### src/rtl/frm2fifo_3map_pkg.sv
// Shared types and constants for the 3-map frame-to-FIFO packer.
// State encoding, word geometry helpers and protocol-error bit positions.
package frm2fifo_3map_pkg;

  typedef enum logic [2:0] {
    ST_IDLE     = 3'd0,
    ST_WAIT_SOF = 3'd1,
    ST_RUN      = 3'd2,
    ST_FLUSH    = 3'd3,
    ST_DONE     = 3'd4
  } state_t;

  localparam int DEF_FIFO_DW = 64;

  localparam int ERR_EOL = 0;
  localparam int ERR_EOF = 1;
  localparam int ERR_SOF = 2;

  function automatic int bpw_of(input int w);
    return w / 8;
  endfunction

  // byte_cnt needs at least one bit even for single-byte words
  function automatic int bcw_of(input int w);
    return (w / 8 > 1) ? $clog2(w / 8) : 1;
  endfunction

endpackage

### src/rtl/frm2fifo_3map_byte_packer.sv
// One channel: gathers bytes into a FIFO word and registers the finished word.
// Bytes above the write index stay zero, so a short eof word is zero-padded.
module frm2fifo_3map_byte_packer #(
  parameter int W   = 64,
  parameter int BCW = 3
) (
  input  logic           clk,
  input  logic           rst,
  input  logic           clr,
  input  logic           wr,
  input  logic           en,
  input  logic [BCW-1:0] idx,
  input  logic           restart,
  input  logic           done,
  input  logic [7:0]     din,
  output logic [W-1:0]   pushdata
);

  logic [W-1:0] acc_q, acc_d;
  logic [W-1:0] pushdata_q, pushdata_d;
  logic [W-1:0] word;

  always_comb begin
    word = restart ? '0 : acc_q;
    word[idx*8 +: 8] = en ? din : 8'h00;
    acc_d      = acc_q;
    pushdata_d = pushdata_q;
    if (clr) begin
      acc_d = '0;
    end else if (wr) begin
      if (done) begin
        pushdata_d = word;
        acc_d      = '0;
      end else begin
        acc_d = word;
      end
    end
  end

  always_ff @(posedge clk) begin
    if (rst) begin
      acc_q      <= '0;
      pushdata_q <= '0;
    end else begin
      acc_q      <= acc_d;
      pushdata_q <= pushdata_d;
    end
  end

  assign pushdata = pushdata_q;

endmodule

### src/rtl/frm2fifo_3map.sv
// Splits 24-bit frame pixels into three byte channels and pushes packed words to per-channel FIFOs.
// Optional protocol checking under FRM2FIFO_PROTO_CHK_EN; without it sts_proto_err is 0.
module frm2fifo_3map
  import frm2fifo_3map_pkg::*;
#(
  parameter int FIFO_DATA_WIDTH = DEF_FIFO_DW
) (
  input  logic                       clk,
  input  logic                       rst,
  input  logic                       cfg_blk_en,
  input  logic                       cfg_map0_en,
  input  logic                       cfg_map1_en,
  input  logic                       cfg_map2_en,
  input  logic [10:0]                cfg_img_width,
  input  logic [10:0]                cfg_img_height,
  input  logic                       frm_val,
  input  logic [23:0]                frm_data,
  input  logic                       frm_sof,
  input  logic                       frm_eof,
  input  logic                       frm_sol,
  input  logic                       frm_eol,
  output logic                       frm_rdy,
  input  logic                       fifo_ch0_full,
  input  logic                       fifo_ch1_full,
  input  logic                       fifo_ch2_full,
  output logic                       fifo_ch0_push,
  output logic                       fifo_ch1_push,
  output logic                       fifo_ch2_push,
  output logic [FIFO_DATA_WIDTH-1:0] fifo_ch0_pushdata,
  output logic [FIFO_DATA_WIDTH-1:0] fifo_ch1_pushdata,
  output logic [FIFO_DATA_WIDTH-1:0] fifo_ch2_pushdata,
  output logic                       sts_frm_done,
  output logic [2:0]                 sts_proto_err
);

  localparam int BPW = bpw_of(FIFO_DATA_WIDTH);
  localparam int BCW = bcw_of(FIFO_DATA_WIDTH);

  state_t          state_q, state_d;
  logic            blk_en_d_q;
  logic [2:0]      map_en_q, map_en_d;
  logic [10:0]     pix_cnt_q, pix_cnt_d, line_cnt_q, line_cnt_d;
  logic [BCW-1:0]  byte_cnt_q, byte_cnt_d, wr_idx;
  logic            wr_pend_q, wr_pend_d, done_q, done_d;
  logic [2:0]      err_q, err_d, err_set;
  logic [2:0]      cfg_map, full_vec;
  logic            start, load, push_ok, push_any, acc, take, restart, word_done, clr_acc;
  logic            unused_sol;
  logic [FIFO_DATA_WIDTH-1:0] pd [3];

  assign unused_sol = frm_sol;
  assign cfg_map    = {cfg_map2_en, cfg_map1_en, cfg_map0_en};
  assign full_vec   = {fifo_ch2_full, fifo_ch1_full, fifo_ch0_full};
  assign start      = cfg_blk_en & ~blk_en_d_q;
  assign load       = start & (|cfg_map) & ((state_q == ST_IDLE) | (state_q == ST_DONE));
  assign push_ok    = &(~map_en_q | ~full_vec);
  assign push_any   = wr_pend_q & push_ok;

  always_comb begin
    frm_rdy = 1'b0;
    case (state_q)
      ST_WAIT_SOF: frm_rdy = 1'b1;
      ST_RUN:      frm_rdy = ~wr_pend_q | push_ok;
      default:     frm_rdy = 1'b0;
    endcase
  end

  assign acc  = frm_val & frm_rdy;
  assign take = acc & ((state_q == ST_RUN) | ((state_q == ST_WAIT_SOF) & frm_sof));

`ifdef FRM2FIFO_PROTO_CHK_EN
  // A sof inside RUN resynchronises: the partial word is dropped and this pixel becomes byte 0
  assign restart = take & (state_q == ST_RUN) & frm_sof;
  always_comb begin
    err_set          = 3'b000;
    err_set[ERR_EOL] = take & ((frm_eol & (pix_cnt_q != 11'd1)) | (~frm_eol & (pix_cnt_q == 11'd1)));
    err_set[ERR_EOF] = take & frm_eof & ~((line_cnt_q == 11'd1) & (pix_cnt_q == 11'd1));
    err_set[ERR_SOF] = restart;
  end
`else
  assign restart = 1'b0;
  assign err_set = 3'b000;
`endif

  assign wr_idx    = restart ? '0 : byte_cnt_q;
  assign word_done = take & ((wr_idx == BCW'(BPW - 1)) | frm_eof);
  assign clr_acc   = ~cfg_blk_en | load;

  always_comb begin
    state_d    = state_q;
    map_en_d   = map_en_q;
    pix_cnt_d  = pix_cnt_q;
    line_cnt_d = line_cnt_q;
    byte_cnt_d = byte_cnt_q;
    wr_pend_d  = wr_pend_q;
    done_d     = done_q;
    err_d      = err_q | err_set;

    if (take) begin
      byte_cnt_d = word_done ? '0 : wr_idx + 1'b1;
      pix_cnt_d  = frm_eol ? cfg_img_width : pix_cnt_q - 11'd1;
      if (frm_eol) line_cnt_d = line_cnt_q - 11'd1;
    end
    if (push_any)  wr_pend_d = 1'b0;
    if (word_done) wr_pend_d = 1'b1;

    case (state_q)
      ST_IDLE, ST_DONE: begin
        if (load) begin
          state_d    = ST_WAIT_SOF;
          map_en_d   = cfg_map;
          pix_cnt_d  = cfg_img_width;
          line_cnt_d = cfg_img_height;
          byte_cnt_d = '0;
          done_d     = 1'b0;
          err_d      = 3'b000;
        end
      end
      ST_WAIT_SOF, ST_RUN: begin
        if (take) state_d = frm_eof ? ST_FLUSH : ST_RUN;
      end
      ST_FLUSH: begin
        if (push_any) begin
          state_d = ST_DONE;
          done_d  = 1'b1;
        end
      end
      default: state_d = ST_IDLE;
    endcase

    if (!cfg_blk_en) begin
      state_d    = ST_IDLE;
      wr_pend_d  = 1'b0;
      byte_cnt_d = '0;
    end
  end

  always_ff @(posedge clk) begin
    if (rst) begin
      state_q    <= ST_IDLE;
      blk_en_d_q <= 1'b0;
      map_en_q   <= 3'b000;
      pix_cnt_q  <= '0;
      line_cnt_q <= '0;
      byte_cnt_q <= '0;
      wr_pend_q  <= 1'b0;
      done_q     <= 1'b0;
      err_q      <= 3'b000;
    end else begin
      state_q    <= state_d;
      blk_en_d_q <= cfg_blk_en;
      map_en_q   <= map_en_d;
      pix_cnt_q  <= pix_cnt_d;
      line_cnt_q <= line_cnt_d;
      byte_cnt_q <= byte_cnt_d;
      wr_pend_q  <= wr_pend_d;
      done_q     <= done_d;
      err_q      <= err_d;
    end
  end

  for (genvar i = 0; i < 3; i++) begin : g_pack
    frm2fifo_3map_byte_packer #(.W(FIFO_DATA_WIDTH), .BCW(BCW)) u_pack (
      .clk      (clk),
      .rst      (rst),
      .clr      (clr_acc),
      .wr       (take),
      .en       (map_en_q[i]),
      .idx      (wr_idx),
      .restart  (restart),
      .done     (word_done),
      .din      (frm_data[8*i +: 8]),
      .pushdata (pd[i])
    );
  end

  assign fifo_ch0_push     = push_any & map_en_q[0];
  assign fifo_ch1_push     = push_any & map_en_q[1];
  assign fifo_ch2_push     = push_any & map_en_q[2];
  assign fifo_ch0_pushdata = pd[0];
  assign fifo_ch1_pushdata = pd[1];
  assign fifo_ch2_pushdata = pd[2];
  assign sts_frm_done      = done_q;
  assign sts_proto_err     = err_q;

endmodule
### config.mk
export PLATFORM = sky130hd
export DESIGN_NAME = frm2fifo_3map
export DESIGN_NICKNAME = d
export VERILOG_FILES = /design/src/rtl/frm2fifo_3map_pkg.sv /design/src/rtl/frm2fifo_3map_byte_packer.sv /design/src/rtl/frm2fifo_3map.sv
export SDC_FILE = /design/constraint.sdc
export NUM_CORES = 1
export LEC_CHECK = 0
export BUFFER_PORTS_ARGS = -buffer_cell sky130_fd_sc_hd__buf_2
export CAP_MARGIN = 20
export CORE_ASPECT_RATIO = 1.75
export CORE_MARGIN = 1
export CORE_UTILIZATION = 40
export CTS_CLUSTER_SIZE = 40
export DETAILED_ROUTE_END_ITERATION = 8
export GPL_ROUTABILITY_DRIVEN = 1
export HOLD_SLACK_MARGIN = 0.15
export PLACE_DENSITY_LB_ADDON = 0.25
export SLEW_MARGIN = 40
export SYNTH_ARGS = -nofsm -noshare
export SYNTH_HDL_FRONTEND = slang
export SYNTH_HIERARCHICAL = 1
export SYNTH_SLANG_ARGS = --single-unit
export TNS_END_PERCENT = 100
### constraint.sdc
create_clock -name clk -period 7.4 [get_ports clk]
set_input_delay 0.37 -clock clk [delete_from_list [all_inputs] [get_ports clk]]
set_output_delay 0.37 -clock clk [all_outputs]
set_load 0.02 [all_outputs]
# Yosys cells after proc, flatten, opt, wreduce, memory -nomap -nowiden

Index checks and enable logic that the tools add are counted.

Output and inout port bits: 200
Flip-flop bits (word level): 396
Word-level logic and storage cells: 86

Equal/unequal tests: 8
Add/subtract/negate cells: 2
Mux-type cells: 24
Bitwise operators: 23
Reductions and logical operators: 13
Shift-type cells: 4

Operator list:

| operator                                                                 | number |
|---|---|
| 64-bit bitwise mux                                                       | 3 |
| 64-bit two-way mux                                                       | 3 |
| 8-bit by 34-bit indexed part select with 64-bit output                   | 3 |
| 8-bit by 34-bit variable shift with 64-bit output (first input constant) | 1 |
| 6-bit negation with 34-bit output                                        | 1 |
| 8-bit two-way mux                                                        | 3 |
| 3-bit two-way mux                                                        | 7 |
| 3-bit AND reduction                                                      | 4 |
| 1-bit bitwise AND                                                        | 11 |
| 3-bit case mux with 3 select lines                                       | 1 |
| 2-bit OR reduction                                                       | 4 |
| 3-bit by 2-bit equality test with 1-bit output (second input constant)   | 2 |
| 3-bit equality test (second input constant)                              | 2 |
| 2-bit != test (second input constant)                                    | 3 |
| 3-bit NOT                                                                | 2 |
| 1-bit two-way mux                                                        | 5 |
| 1-bit OR                                                                 | 5 |
| 1-bit NOT                                                                | 4 |
| 1-bit case mux with 2 select lines                                       | 2 |
| 2-bit nonzero test                                                       | 2 |
| 3-bit by 1-bit adder with 3-bit output (second input constant)           | 1 |
| 3-bit by 1-bit equality test with 1-bit output (second input constant)   | 1 |
| 3-bit logical NOT                                                        | 1 |
| 3-bit OR                                                                 | 1 |
| other kinds (2)                                                          | 2 |

# Logic depth before layout (Yosys ltp)

Depth in word-level cells: 12
Gate-level depth with buffers: 11
Gate-level depth less buffers: 8

# Modules after synthesis

Netlist, hierarchy kept.

Modules (own cells, without submodules):

| module                                       | area each (um^2) | times used | cells an instance | seq. area each (um^2) |
|---|---|---|---|---|
| frm2fifo_3map_byte_packer (g_pack[2].u_pack) | 6,234.7          | 1          | 661               | 2,562.5 |
| frm2fifo_3map_byte_packer (g_pack[0].u_pack) | 5,569.1          | 1          | 630               | 2,562.5 |
| frm2fifo_3map_byte_packer (g_pack[1].u_pack) | 5,480.3          | 1          | 648               | 2,562.5 |
| frm2fifo_3map                                | 685.7            | 1          | 78                | 240.2 |

# Worst setup path after synthesis

No wires, ideal clock.

Path type: in2reg
Start point: input port fifo_ch0_full
End point: register g_pack[1].u_pack.pushdata_q[48]
Buffers on the path: 3
Stages: 9
Setup time: 0.142 ns
Data arrival time: 3.089 ns
Slack: 4.169 ns
Path through: a222oi_1 -> o21ai_2 -> a211oi_4 -> and2b_1 -> and3b_1 -> clkbuf_1 -> clkbuf_1 -> clkbuf_1 -> a311oi_1

Word-level cells in the longest chain between the ends: 9

RTL lines:

| element                            | line                            | source |
|---|---|---|
| start, declared                    | frm2fifo_3map.sv:23             | `input logic fifo_ch0_full,` |
| 3-bit NOT                          | frm2fifo_3map.sv:56             | `assign push_ok = &(~map_en_q \| ~full_vec);` |
| 3-bit OR                           | frm2fifo_3map.sv:56             |  |
| 3-bit AND reduction                | frm2fifo_3map.sv:56             |  |
| 1-bit OR                           | frm2fifo_3map.sv:63             | `ST_RUN: frm_rdy = ~wr_pend_q \| push_ok;` |
| 1-bit case mux with 2 select lines | frm2fifo_3map.sv:61             | `case (state_q)` |
| 1-bit bitwise AND                  | frm2fifo_3map.sv:68             | `assign acc = frm_val & frm_rdy;` |
| 1-bit bitwise AND                  | frm2fifo_3map.sv:69             | `assign take = acc & ((state_q == ST_RUN) \| ((state_q == ST_WAIT_SOF) & frm_sof));` |
| net take                           | frm2fifo_3map.sv:47             | `logic start, load, push_ok, push_any, acc, take, restart, word_done, clr_acc;` |
| 1-bit bitwise AND                  | frm2fifo_3map.sv:86             | `assign word_done = take & ((wr_idx == BCW'(BPW - 1)) \| frm_eof);` |
| net word_done                      | frm2fifo_3map.sv:47             |  |
| 3-bit AND reduction (no line)      | -                               |  |
| end signal, assigned               | frm2fifo_3map_byte_packer.sv:46 | `pushdata_q <= pushdata_d;` |
| end, declared                      | frm2fifo_3map_byte_packer.sv:20 | `logic [W-1:0] pushdata_q, pushdata_d;` |

The timed path passes the listed nets, and every way through them passes these cells.
A chain may end at the register's enable or synchronous reset.

# Worst setup path in the final report

Start point: register map_en_q[0]
End point: register g_pack[2].u_pack.pushdata_q[7]

Word-level cells in the longest chain between the ends: 9

RTL lines:

| element                              | line                            | source |
|---|---|---|
| start, declared                      | frm2fifo_3map.sv:41             | `logic [2:0] map_en_q, map_en_d;` |
| start signal, assigned               | frm2fifo_3map.sv:152            | `map_en_q <= map_en_d;` |
| 3-bit NOT *                          | frm2fifo_3map.sv:56             |  |
| 3-bit OR *                           | frm2fifo_3map.sv:56             |  |
| 3-bit AND reduction *                | frm2fifo_3map.sv:56             |  |
| 1-bit OR *                           | frm2fifo_3map.sv:63             |  |
| 1-bit case mux with 2 select lines * | frm2fifo_3map.sv:61             |  |
| 1-bit bitwise AND *                  | frm2fifo_3map.sv:68             |  |
| 1-bit bitwise AND *                  | frm2fifo_3map.sv:69             |  |
| net take                             | frm2fifo_3map.sv:47             |  |
| 1-bit bitwise AND                    | frm2fifo_3map.sv:86             |  |
| 3-bit AND reduction (no line) *      | -                               |  |
| end signal, assigned                 | frm2fifo_3map_byte_packer.sv:46 |  |
| end, declared                        | frm2fifo_3map_byte_packer.sv:20 |  |

The timed path passes the listed nets; every way through them passes the cells marked *.

==> summary.txt <==
Global routing
  • Overall routing resource usage: 0.2377
  • Largest net degree at the start of global routing: 87
  • Global-route wire length before repair: 86110 um
  • Initial antenna violation count: 5
  • Number of global-route vias before repair: 15150
  • GRT overflow: 0

Synth
  • Largest family of logic cells by synthesized area: compound AO/OA/AOI/OAI gates
  • Post-Syn Area per Cell: 8.909 sq um
  • Synth Area in Compound Gates: 0.2376
  • Yosys reg bits: 396
  • Synth Area in Simple Gates: 0.2351
  • Post-synthesis adder-cell area fraction: 0.009748
  • Post-Syn Area: 17970 sq um
  • Post-synth EDFFs: 0
  • Post-synth top flop: dfxtp_1
  • Synth warnings: 6
  • Post-Synth XOR/XNOR Area: 0
  • FFs w/ async S/R, synth: 0
  • Seq/Total Area, Yosys: 0.4412
  • Netlist cell types: 93
  • Proportion of synthesized area in mux cells: 0.007868
  • Post-Synthesis Cells: 2017

Timing
  • Final worst path period need: 4.028 ns
  • Setup repair after global routing missed its margin: false
  • Worst Tran Pin Value: 0.8360 ns
  • Hold Vio Cnt, Final: 0
  • Period utilization: 0.5444
  • Relative slew slack: 0.4426
  • Setup_tns: 0 ns
  • Clk_skew: 0.02122 ns
  • Final setup fails: 0
  • Fmax achieved: 0.2482 GHz
  • Slew Limit Fails: 0

Layout
  • Nets: 2204
  • Layout cell share with drive strength beyond 1: 0.1875
  • Fill cells: 4278
  • Final Non-Filler Cells: 2734
  • Area growth syn-to-layout: 14.13%
  • Area of the multi-input gates: 8950 sq um
  • Register area: 7929 sq um

Detailed routing
  • DRC: 0
  • Detail Route Antenna Nets: 0
  • DR pass1 iterations: 5
  • Initial drt markers: 1304
  • Vias/cell: 5.918
  • Drt total wl: 56520 um
  • Vias: 16180
  • Wire per inst: 20.67 um

Power and ir drop
  • Pwr Density: 213.8 nW/um^2
  • Max rail drop VDD: 181.7 uV
  • Leakage: 7.386 nW

Worst setup path
  • Crit-path cells: buf_4 -> a222oi_1 -> clkbuf_2 -> o21ai_2 -> a211oi_4 -> buf_4 -> and3b_2 -> buf_4 -> nor3b_1 -> a221o_1
  • Critical path type: flip-flop to flip-flop
  • Reg2reg path depth: 10
  • Critical path capture point type: flip-flop
  • Worst R2R Start: map_en_q[0]
  • Crit path buffers/inverters: 4
  • Critical-path top delay cell: and3b_2
  • Cell family with most CP delay: buffers and inverters
  • Critical Path Most Common Cell: buf_4
  • Data required time at the worst endpoint: 7.82 ns
  • Slowest cell delay on critical path: 0.82 ns
  • CP Data Arrival Time: 4.45 ns
  • Crit Path Max Fanout: 51
  • CP Launch Type: flip-flop
  • Reg-to-reg slack, setup: 3.37 ns
  • Reg-to-reg endpoint: g_pack[2].u_pack/pushdata[7]

Clocking
  • Num CTS Buffers: 39
  • Max Root-Sink Buffers: 3
  • Root buf cell: clkbuf_16
  • Sink Count: 396
  • H-tree depth: 2
  • CTS tree: done
  • Post-CTS sizing: 0
  • Clock Pin Slew Worst Setup and Hold Paths: 0.07 ns
  • Worst-Skew Late Latency: 0.56 ns

Placement
  • Global placer's final weighted congestion: 0.8492
  • # placed instances: 2650
  • Port Buf Inserts: 232
  • Post-DP HPWL: 38220 um

Floorplanning
  • Num ports: 260
  • DIE AREA: 45810 sq um
  • Die Width: 162.2 um
  • Core area: 44290 sq um
  • Initial Util: 0.4058
  • # rows: 102
  • Die Span Y: 282.4 um

Min path
  • Hold depth: 2
  • Hold Path Class: input port to flip-flop
  • Hold Crit Start: frm_data[20]
  • Worst Hold End: g_pack[2].u_pack/pushdata[4]

Run status
  • Status: complete, no violations

Flow run
  • Max Cap Viol: 0
Yosys cell counts (30+ instances only):
library cell | instances | area [sq um]
a211oi_1 | 45 | 337.8
a21oi_1 | 92 | 460.4
a221o_1 | 30 | 300.3
a311oi_1 | 103 | 902.1
a32o_1 | 30 | 300.3
a32oi_1 | 32 | 280.3
buf_2 | 44 | 220.2
clkbuf_1 | 124 | 465.5
dfxtp_1 | 396 | 7928
inv_1 | 35 | 131.4
nand2_1 | 100 | 375.4
nand3_1 | 61 | 305.3
nand4_1 | 31 | 193.9
nor2_1 | 361 | 1355
nor3_1 | 75 | 375.4
nor3b_1 | 33 | 247.7
o2111ai_1 | 40 | 350.3
timing repair:
item | 4_1_cts | 5_1_grt
setup buffers | 0 | 0
hold endpoints to repair | 11 | 0
hold buffers | 8 | 0
routing by layer:
metal	routed length, um	track usage	vias up	share of wire
li1	-	-	7722	-
met1	21690	0.2693	7725	0.38
met2	28620	0.4236	578	0.51
met3	3082	0.03284	151	0.055
met4	3098	0.1345	4	0.055
met5	27	0	-	0.00048
area by class of cell:
| cell class | count | area share |
|---|---|---|
| clock buffers | 53 | 0.05405 |
| diodes | 2 | 0.0002440 |
| clock inverters | 18 | 0.01068 |
| multi-input cells | 1391 | 0.4364 |
| well taps | 572 | 0.03490 |
| inverters | 35 | 0.006406 |
| repair buffers | 267 | 0.07077 |
| flip-flops and latches | 396 | 0.3866 |
flip-flops by register name, indices dropped and copies added, names as in the netlist:
register and count:
blk_en_d_q 1, byte_cnt_q 3, g_pack.u_pack/acc_q 192, g_pack.u_pack/pushdata 192, map_en_q 3, state_q 3
sts_frm_done 1, wr_pend_q 1
through the flow:
stage          cell area [sq um]    util  setup WS (ns)  total power [W]  hold slack [ns]
2_1_floorplan              18030       -          4.169         0.002284           0.4258
3_3_place_gp               19040  0.4299          3.205         0.002333           0.4354
3_5_place_dp               19060  0.4304          3.128         0.002334           0.4449
4_1_cts                    20470  0.4621          3.089         0.004419           0.1531
5_1_grt                    20500  0.4630          3.142         0.004515           0.1572
6_report                   20510  0.4631          3.372         0.004384           0.1726
cell families (layout without fill, tap and decap cells):
logic type / Yosys count / after routing
simple gates: 812 / 812
compound gates: 535 / 535
flops: 396 / 396
fa+ha+maj: 14 / 14
other cells: 1 / 18
mux: 14 / 14
buf+inv: 245 / 373
worst max path at each step:
stage | from | to | cells after the start
finish | map_en_q[0] | g_pack[2].u_pack/pushdata[7] | 10
global route | map_en_q[0] | g_pack[2].u_pack/acc_q[15] | 10
CTS | map_en_q[0] | g_pack[2].u_pack/pushdata[7] | 9
detailed placement | map_en_q[0] | g_pack[2].u_pack/pushdata[7] | 9
global placement | map_en_q[0] | g_pack[2].u_pack/pushdata[6] | 9
floorplan | fifo_ch0_full | g_pack[1].u_pack/pushdata[48] | 9
cell usage in the layout (no fill, tap or decap), types with 13 or more instances in the layout:
cell type / count
dfxtp_1: 395
nor2_1: 361
buf_2: 231
a311oi_1: 103
nand2_1: 100
a21oi_1: 92
nor3_1: 74
nand3_1: 61
a211oi_1: 45
o2111ai_1: 40
clkbuf_16: 39
inv_1: 35
nor3b_1: 33
a32oi_1: 32
nand4_1: 31
a32o_1: 30
a221o_1: 30
a22o_1: 27
buf_4: 25
o211ai_1: 24
nand4b_1: 19
nand3b_1: 19
o21bai_1: 17
o22ai_1: 17
conb_1: 16
ha_1: 14
mux2i_1: 13
report_power, final:
part | switching [W] | leakage, nW | internal [W]
clock | 0.000882 | 0.655 | 0.00120
combinational | 0.000127 | 3.54 | 0.0000354
sequential | 0.00000404 | 3.19 | 0.00213
Note: power is estimated with default switching activity, not from simulation.
